<file path="src/rtl/cpu_pkg.sv">
// Shared definitions for the pipelined MIPS core: PCSrc encodings,
// fixed fetch vectors and the pipeline bubble instruction.
package cpu_pkg;

    typedef enum logic [2:0] {
        PCSRC_SEQ  = 3'b000,
        PCSRC_BR   = 3'b001,
        PCSRC_J    = 3'b010,
        PCSRC_JR   = 3'b011,
        PCSRC_IRQ  = 3'b100,
        PCSRC_EXC  = 3'b101,
        PCSRC_JALR = 3'b110
    } pcsrc_e;

    localparam logic [31:0] RESET_PC  = 32'h8000_0000;
    localparam logic [31:0] ILLOP_PC  = 32'h8000_0004;
    localparam logic [31:0] XADR_PC   = 32'h8000_0008;
    localparam logic [31:0] NOP_INSTR = 32'h0000_0000;

    // J-type target: upper nibble of PC+4, 26-bit index, word aligned.
    function automatic logic [31:0] jump_target(input logic [31:0] pc_plus4,
                                                input logic [31:0] instr);
        return {pc_plus4[31:28], instr[25:0], 2'b00};
    endfunction

endpackage

</file>
<file path="src/rtl/irq_sync.sv">
// External interrupt synchroniser, rising-edge detector and pending latch.
// IF_IRQ_SYNC_EN: two-flop synchroniser ahead of the edge detector;
// otherwise irq_in is assumed synchronous and is registered once.
module irq_sync (
    input  logic clk,
    input  logic reset,
    input  logic irq_in,
    input  logic accept,
    output logic pending
);

    logic lvl;
    logic lvl_d;
    logic rise;

`ifdef IF_IRQ_SYNC_EN
    logic meta;

    // Two-flop synchroniser for the asynchronous request level.
    always_ff @(posedge clk or posedge reset) begin
        if (reset) begin
            meta <= 1'b0;
            lvl  <= 1'b0;
        end else begin
            meta <= irq_in;
            lvl  <= meta;
        end
    end
`else
    // Single capture register for a clk-synchronous request.
    always_ff @(posedge clk or posedge reset) begin
        if (reset) begin
            lvl <= 1'b0;
        end else begin
            lvl <= irq_in;
        end
    end
`endif

    // Rising edge of the synchronised level.
    always_comb begin
        rise = lvl & ~lvl_d;
    end

    // Edge history and pending latch; a fresh edge beats acceptance.
    always_ff @(posedge clk or posedge reset) begin
        if (reset) begin
            lvl_d   <= 1'b0;
            pending <= 1'b0;
        end else begin
            lvl_d   <= lvl;
            pending <= rise | (pending & ~accept);
        end
    end

endmodule

</file>
<file path="src/rtl/if_stage.sv">
// Instruction-fetch stage with IF/ID pipeline register.
// Selects next PC from EX branch resolution, stall and ID-stage PCSrc,
// and presents the kernel-masked pending interrupt to Control.
// IF_IRQ_SYNC_EN selects the two-flop interrupt synchroniser.
module if_stage #(
    parameter logic [31:0] RESET_PC = cpu_pkg::RESET_PC,
    parameter logic [31:0] ILLOP_PC = cpu_pkg::ILLOP_PC,
    parameter logic [31:0] XADR_PC  = cpu_pkg::XADR_PC
) (
    input  logic        clk,
    input  logic        reset,
    input  logic        stall,
    input  logic [2:0]  pc_src,
    input  logic [31:0] jr_target,
    input  logic        branch_taken,
    input  logic [31:0] branch_target,
    input  logic        irq_in,
    output logic [31:0] instr_addr,
    input  logic [31:0] instr_data,
    output logic [31:0] id_instr,
    output logic [31:0] id_pc_plus4,
    output logic        id_valid,
    output logic        irq_to_id
);

    import cpu_pkg::*;

    logic [31:0] pc;
    logic [31:0] pc_plus4;
    logic        redirect;
    logic [31:0] redirect_pc;
    logic        irq_pending;
    logic        irq_accept;

    // PC+4 keeps the kernel-mode bit; redirect decode from the ID instruction.
    always_comb begin
        pc_plus4    = {pc[31], pc[30:0] + 31'd4};
        redirect    = 1'b0;
        redirect_pc = pc_plus4;
        if (id_valid) begin
            case (pc_src)
                PCSRC_J: begin
                    redirect    = 1'b1;
                    redirect_pc = jump_target(id_pc_plus4, id_instr);
                end
                PCSRC_JR, PCSRC_JALR: begin
                    redirect    = 1'b1;
                    redirect_pc = jr_target;
                end
                PCSRC_IRQ: begin
                    redirect    = 1'b1;
                    redirect_pc = ILLOP_PC;
                end
                PCSRC_EXC: begin
                    redirect    = 1'b1;
                    redirect_pc = XADR_PC;
                end
                default: begin
                    redirect    = 1'b0;
                    redirect_pc = pc_plus4;
                end
            endcase
        end
    end

    // Interrupt visible only for a valid user-mode instruction in ID.
    always_comb begin
        irq_to_id  = irq_pending & id_valid & ~id_pc_plus4[31];
        irq_accept = irq_to_id & (pc_src == PCSRC_IRQ) & ~stall & ~branch_taken;
    end

    assign instr_addr = pc;

    // PC and IF/ID register: branch > stall > ID redirect > sequential.
    always_ff @(posedge clk or posedge reset) begin
        if (reset) begin
            pc          <= RESET_PC;
            id_instr    <= NOP_INSTR;
            id_pc_plus4 <= RESET_PC;
            id_valid    <= 1'b0;
        end else if (branch_taken) begin
            pc          <= branch_target;
            id_instr    <= NOP_INSTR;
            id_pc_plus4 <= branch_target;
            id_valid    <= 1'b0;
        end else if (stall) begin
            pc          <= pc;
            id_instr    <= id_instr;
            id_pc_plus4 <= id_pc_plus4;
            id_valid    <= id_valid;
        end else if (redirect) begin
            pc          <= redirect_pc;
            id_instr    <= NOP_INSTR;
            id_pc_plus4 <= redirect_pc;
            id_valid    <= 1'b0;
        end else begin
            pc          <= pc_plus4;
            id_instr    <= instr_data;
            id_pc_plus4 <= pc_plus4;
            id_valid    <= 1'b1;
        end
    end

    irq_sync u_irq_sync (
        .clk     (clk),
        .reset   (reset),
        .irq_in  (irq_in),
        .accept  (irq_accept),
        .pending (irq_pending)
    );

endmodule

</file>
<file path="config.mk">
export PLATFORM = sky130hd
export DESIGN_NAME = if_stage
export DESIGN_NICKNAME = d
export VERILOG_FILES = /design/src/rtl/cpu_pkg.sv /design/src/rtl/irq_sync.sv /design/src/rtl/if_stage.sv
export SDC_FILE = /design/constraint.sdc
export NUM_CORES = 1
export LEC_CHECK = 0
export ABC_CLOCK_PERIOD_IN_PS = 5200
export CORE_ASPECT_RATIO = 1.2
export CORE_MARGIN = 2
export CORE_UTILIZATION = 46
export CTS_BUF_LIST = sky130_fd_sc_hd__clkbuf_4
export CTS_CLUSTER_SIZE = 25
export DETAILED_ROUTE_END_ITERATION = 12
export PLACE_DENSITY = 0.95
export SKIP_CTS_REPAIR_TIMING = 1
export SLEW_MARGIN = 5
export SYNTH_ARGS = -nofsm -noshare
export SYNTH_HDL_FRONTEND = slang
export SYNTH_HIERARCHICAL = 1
export SYNTH_SLANG_ARGS = --single-unit
</file>
<file path="constraint.sdc">
create_clock -name clk -period 5.2 [get_ports clk]
set_clock_uncertainty 0.1 [all_clocks]
set_input_delay 1.04 -clock clk [delete_from_list [all_inputs] [get_ports clk]]
set_output_delay 1.04 -clock clk [all_outputs]
set_load 0.1 [all_outputs]
</file>
==> results of run 1 <==
==> metal layers <==
| layer | wire length [µm] | share of wire, % |
|---|---|---|
| met1 | 5720 | 38 |
| met2 | 7410 | 49 |
| met3 | 1420 | 9.3 |
| met4 | 618 | 4.1 |
| met5 | 0 | 0 |
==> sequential cells by signal, indices dropped and copies added (netlist names) <==
signal and count:
id_instr 32, id_valid 1, instr_addr 32, u_irq_sync/lvl 1
u_irq_sync/lvl_d 1, u_irq_sync/pending 1
==> worst reg2reg max path, stage by stage, from the launching register on <==
cell and delay [ns]:
dfrtp_1 0.55, ha_1 0.25, and3_1 0.30, nand3_1 0.37, o31a_1 0.37, o311ai_1 0.23, o211ai_1 0.13
==> power groups by stage <==
stage               clock, mW  combinational, mW  sequential, mW
floorplan                   0              0.466           0.977
global route            0.372               1.08           0.660
finish                  0.352               1.04           0.652
CTS                     0.354               1.04           0.650
detailed placement          0               1.04           0.660
global placement            0               1.03           0.657
==> final timing paths <==
check | startpoint | cells past startpoint | slack, ns | endpoint
setup / recovery | id_valid | 3 | 1.63 | irq_to_id
hold / removal | u_irq_sync/lvl | 0 | 0.30 | u_irq_sync/lvl_d
setup reg to reg | instr_addr[2] | 6 | 2.76 | instr_addr[22]
hold reg to reg | u_irq_sync/lvl | 0 | 0.30 | u_irq_sync/lvl_d
max in group asynchronous | reset | 3 | 3.10 | instr_addr[28]
min in group asynchronous | reset | 2 | 0.73 | u_irq_sync/pending
==> layout make-up <==
class	count	area share (%)
clock buffer	11	1.31
clock inverter	5	0.835
timing repair buffer	206	32.5
inverter	19	1.13
tap	120	2.38
sequential	68	27.0
multi-input combinational	317	34.8
==> through the flow <==
stage	std cells	hold slack [ns]	util (%)	power (mW)
CTS	746	0.302	69.0	2.05
detailed placement	730	0.278	67.5	1.70
global route	746	0.327	69.0	2.11
global placement	730	0.261	67.5	1.69
floorplan	473	0.254	-	1.44
finish	746	0.297	69.0	2.05
==> cell families after synthesis <==
group                    synth area share [%]
AO/OA/AOI/OAI                            29.5
XOR/XNOR                                 2.62
adder cells (fa/ha/maj)                 0.287
buffers and inverters                    10.7
flip-flops                               39.1
multiplexers                             1.84
AND/OR/NAND/NOR                          15.9
==> cells in the final DEF (no fill, tap or decap), drive strengths merged, types with 3 or more instances in the layout <==
cell	n
or3	5
o22a	4
nor2	25
nand2	31
nand3	12
and3	9
a31oi	3
o2bb2ai	3
a22oi	7
a221oi	13
o221a	3
buf	6
nand4	8
nand2b	4
o21a	3
o22ai	4
clkinv	3
nor3	10
nor2b	4
a22o	36
xor2	5
a31o	3
a211o	4
o211ai	5
and2	5
a2bb2oi	3
a21oi	26
dfrtp	67
xnor2	8
a221o	10
clkbuf	11
o21ai	22
o221ai	3
a21o	4
mux2i	8
inv	19
clkdlybuf4s50	200
==> flow_metrics.env, run 1 <==
export IMPL_outcome="complete, no violations"
export IMPL_yosysMostFrequentCell="dfrtp_1"
export IMPL_num_antenna_cells=0
export IMPL_min_path_type="reg2reg"
export IMPL_tns_ns=0
export IMPL_use_met1_pct=36.2
export IMPL_routedWlPerCell_um=20.3
export IMPL_grt_busiest_layer="met2"
export IMPL_cpLargestDelayFamily="buffers and inverters"
export IMPL_avgSynthCellArea_um2=9.20
export IMPL_final_area_mm2=0.00630
export IMPL_setup_viol=0
export IMPL_seq_power_share_pct=31.8
export IMPL_cts_tree="yes"
export IMPL_hpwl_um=11300
export IMPL_yosysTopAreaCellShare_pct=38.5
export IMPL_drcViolationCount=0
export IMPL_seq_area_mm2=0.00170
export IMPL_first_global_vias=4490
export IMPL_p_per_area_mw_per_mm2=325
export IMPL_boundaryPins=202
export IMPL_root_buffer="clkbuf_4"
export IMPL_hold_viol=0
export IMPL_grt_first_pass_wirelength_um=23500
export IMPL_clkTransAtPathRegs_ns=0.12
export IMPL_slew_viol_final=0
export IMPL_cts_buffer_depth=2
export IMPL_final_layout_size_suffix_gt1_share_pct=7.03
export IMPL_p_int_mw=1.01
export IMPL_port_buffers=201
export IMPL_worst_slack_ns=1.63
export IMPL_nFillCells=701
export IMPL_finalWirelength_um=15200
export IMPL_rsz0062_at_grt="no"
export IMPL_use_met3_pct=5.93
export IMPL_synth_top_area_cell="dfrtp_1"
export IMPL_fmax_mhz=280
export IMPL_cts_made_buffers=9
export IMPL_place_ws_ns=1.41
export IMPL_cp_slowest_cell="clkdlybuf4s50_1"
export IMPL_netlist_instances=473
export IMPL_place_gp_congestion=0.894
export IMPL_p_clk_share_pct=17.2
export IMPL_use_met2_pct=48.4
export IMPL_syn_to_final_growth_pct=44.7
export IMPL_grt_ovfl_total=0
export IMPL_p_leak_nw=2.58
export IMPL_grt_util_all_layers_pct=29.1
export IMPL_cap_violations=0
export IMPL_p_comb_share_pct=51.0
export IMPL_fp_coreArea_mm2=0.00913
export IMPL_ys_seq_area_share_pct=39.1
export IMPL_placed_area_mm2=0.00616
export IMPL_ant_nets=0
export IMPL_relSlewSlack_pct=30.8
export IMPL_path_cells="nand2_1 > nor2_1 > clkdlybuf4s50_1"
export IMPL_cp_num_buf_inv=1
export IMPL_die_y_um=111
export IMPL_tightest_slew_ns=1.03
export IMPL_startpoint_type="flip-flop"
export IMPL_die_w_um=92.8
export IMPL_synthDistinctLibCells=63
export IMPL_synth_area_mm2=0.00435
export IMPL_period_share_pct=68.7
export IMPL_grt_max_degree=40
export IMPL_num_rows=38
export IMPL_async_reset_ff_share_pct=100
export IMPL_cp_end_kind="output pin"
export IMPL_vdd_drop_max_v=0.000192
export IMPL_worstPathArrival_ns=2.43
export IMPL_finalCriticalPeriod_ns=3.57
export IMPL_start_util_pct=47.7
export IMPL_yosys_warnings=6
export IMPL_p_sw_mw=1.03
export IMPL_path_class="reg2out"
export IMPL_cts_max_level=3
export IMPL_ys_top_cells_by_count="dfrtp_1, a22o_1, buf_4, nand2_1, a21oi_1"
export IMPL_antenna_found_initial=0
export IMPL_synth_nets=578
export IMPL_crit_fanout=14
export IMPL_multi_input_area_mm2=0.00219
export IMPL_critPathRequiredTime_ns=4.06
export IMPL_ys_flop_type="dfrtp_1"
export IMPL_synth_edf_count=0
export IMPL_drtIter0Drc=507
export IMPL_synthTopCellsByArea="dfrtp_1, a22o_1, buf_4"
export IMPL_cts_sinks=68
export IMPL_slowest_delay_ns=1.15
export IMPL_clock_latency_ns=0.42
export IMPL_num_vias=4604
export IMPL_p_sw_share_pct=50.5
export IMPL_drtPass1Iterations=6
export IMPL_post_drt_via_cell_ratio=6.17
export IMPL_ys_seq_elements=68
export IMPL_finalNetCount=726
export IMPL_design_die_area_mm2=0.0103
Note: power is estimated with default switching activity, not from simulation.
==> run 2, diff against run 1 <==
--- a/config.mk
+++ b/config.mk
@@ -5,14 +5,14 @@
 export SDC_FILE = /design/constraint.sdc
 export NUM_CORES = 1
 export LEC_CHECK = 0
-export ABC_CLOCK_PERIOD_IN_PS = 5200
+export ABC_CLOCK_PERIOD_IN_PS = 3200
 export CORE_ASPECT_RATIO = 1.2
 export CORE_MARGIN = 2
-export CORE_UTILIZATION = 46
+export CORE_UTILIZATION = 39
 export CTS_BUF_LIST = sky130_fd_sc_hd__clkbuf_4
 export CTS_CLUSTER_SIZE = 25
 export DETAILED_ROUTE_END_ITERATION = 12
-export PLACE_DENSITY = 0.95
+export PLACE_DENSITY = 0.88
 export SKIP_CTS_REPAIR_TIMING = 1
 export SLEW_MARGIN = 5
 export SYNTH_ARGS = -nofsm -noshare
==> constraint.sdc (replaced) <==
create_clock -name clk -period 3.2 [get_ports clk]
set_clock_uncertainty 0.1 [all_clocks]
set_input_delay 0.64 -clock clk [delete_from_list [all_inputs] [get_ports clk]]
set_output_delay 0.64 -clock clk [all_outputs]
set_load 0.1 [all_outputs]
==> run 2 against run 1 <==
Against the previous run: sequential power up 63%; clock-buffer cell count unchanged; core utilization shrank 13 points; final cell count is 2.5% higher; first-iteration DRC count is 27% lower; critical endpoint is now instr_addr[19]; highest routed layer unchanged.
==> flow_metrics.env, run 2 (synthesized netlist as in run 1, its figures left out) <==
export IMPL_hold_viol=0
export IMPL_worstPathArrival_ns=2.77
export IMPL_grt_util_all_layers_pct=26.1
export IMPL_cts_sinks=68
export IMPL_final_common_cell="buf_4"
export IMPL_cts_buffer_depth=2
export IMPL_ant_nets=0
export IMPL_syn_to_final_growth_pct=40.3
export IMPL_cts_made_buffers=9
export IMPL_boundaryPins=202
export IMPL_power_mw=3.20
export IMPL_relSlewSlack_pct=34.0
export IMPL_grt_max_degree=53
export IMPL_post_drt_via_cell_ratio=6.05
export IMPL_cts_tree="yes"
export IMPL_drtIter0Drc=368
export IMPL_drcViolationCount=0
export IMPL_num_rows=42
export IMPL_root_buffer="clkbuf_4"
export IMPL_vdd_drop_max_v=0.000258
export IMPL_num_vias=4626
export IMPL_clkTransAtPathRegs_ns=0.11
export IMPL_use_met3_pct=5.82
export IMPL_startpoint_type="input port"
export IMPL_start_util_pct=39.8
export IMPL_critPathRequiredTime_ns=3.42
export IMPL_first_global_vias=4525
export IMPL_tns_ns=0
export IMPL_finalWirelength_um=15600
export IMPL_path_class="in2reg"
export IMPL_tightest_slew_ns=0.988
export IMPL_rsz0062_at_grt="no"
export IMPL_nFillCells=942
export IMPL_use_met1_pct=33.1
export IMPL_final_layout_size_suffix_gt1_share_pct=23.3
export IMPL_p_leak_nw=2.73
export IMPL_period_share_pct=79.7
export IMPL_place_gp_congestion=0.875
export IMPL_drtPass1Iterations=5
export IMPL_grt_ovfl_total=0
export IMPL_design_die_area_mm2=0.0120
export IMPL_use_met2_pct=41.7
export IMPL_die_w_um=100
export IMPL_port_buffers=201
export IMPL_grt_first_pass_wirelength_um=24300
export IMPL_routedWlPerCell_um=20.4
export IMPL_min_path_type="reg2reg"
export IMPL_layout_common_cells="buf_4, clkdlybuf4s50_1, dfrtp_1"
export IMPL_fmax_mhz=392
export IMPL_antenna_found_initial=0
export IMPL_finalCriticalPeriod_ns=2.55
export IMPL_finalNetCount=733
export IMPL_p_per_area_mw_per_mm2=524
export IMPL_slew_viol_final=0
export IMPL_setup_viol=0
export IMPL_grt_busiest_layer="met2"
export IMPL_cts_max_level=3
export IMPL_crit_fanout=21
export IMPL_hpwl_um=11700
export IMPL_clock_latency_ns=0.44
export IMPL_die_y_um=120
export IMPL_cp_end_kind="flip-flop"
export IMPL_cap_violations=0
export IMPL_fp_coreArea_mm2=0.0109
export IMPL_outcome="complete, no violations"
run 2: cell types whose count changed in the layout (fill, tap and decap cells not counted):
cell	change
clkinv_1	+2
nor2_4	+1
nor2_1	-1
clkinv_2	-1
clkinvlp_4	-1
diode_2	+1
buf_12	+1
bufinv_16	-1
clkdlybuf4s50_1	-98
buf_4	+104
run 2: worst max-delay path, cell delays in order:
cell and delay, ns:
clkdlybuf4s50_1 0.75, o21ai_1 0.18, a31o_2 0.40, a221oi_1 0.42, a311oi_1 0.11, a211o_1 0.25
run 2: final timing paths:
path | start | end | slack (ns) | cells after the start
min reg2reg | u_irq_sync/lvl | u_irq_sync/lvl_d | 0.29 | 0
max in group asynchronous | reset | id_instr[22] | 1.78 | 3
max | pc_src[2] | instr_addr[19] | 0.65 | 6
min in group asynchronous | reset | u_irq_sync/pending | 0.31 | 2
max reg2reg | instr_addr[2] | instr_addr[22] | 0.81 | 6
min | u_irq_sync/lvl | u_irq_sync/lvl_d | 0.29 | 0
run 2: per-layer routing:
layer	up-vias	part of all wire (%)
met2	321	48
met5	-	0
met3	57	9.2
met4	0	3.8
li1	2074	-
met1	2174	39
run 2: report_power, final:
group	switching (mW)	internal, mW	leakage (nW)
combinational	1.24	0.420	1.82
clock	0.309	0.166	0.0616
sequential	0.128	0.935	0.855
run 2: final cells by class:
class	instances	area [µm²]	share of cell area, %
Clock buffer	11	82.6	1.35
Tap cell	132	165	2.70
Inverter	19	71.3	1.17
Timing Repair Buffer	213	1860	30.5
Antenna cell	1	2.50	0.0410
Multi-Input combinational cell	317	2200	36.0
Clock inverter	4	17.5	0.287
Sequential cell	68	1700	27.9
run 2: metrics by stage:
stage	area [µm²]	util [%]	std cells	hold slack (ns)	setup slack [ns]
after floorplan	4350	-	473	0.254	0.324
final	6110	55.9	765	0.288	0.649
after global routing	6100	55.8	764	0.311	0.537
after global placement	6000	54.9	749	0.264	0.282
after detailed placement	6000	54.9	749	0.271	0.225
after CTS	6100	55.8	764	0.293	0.696
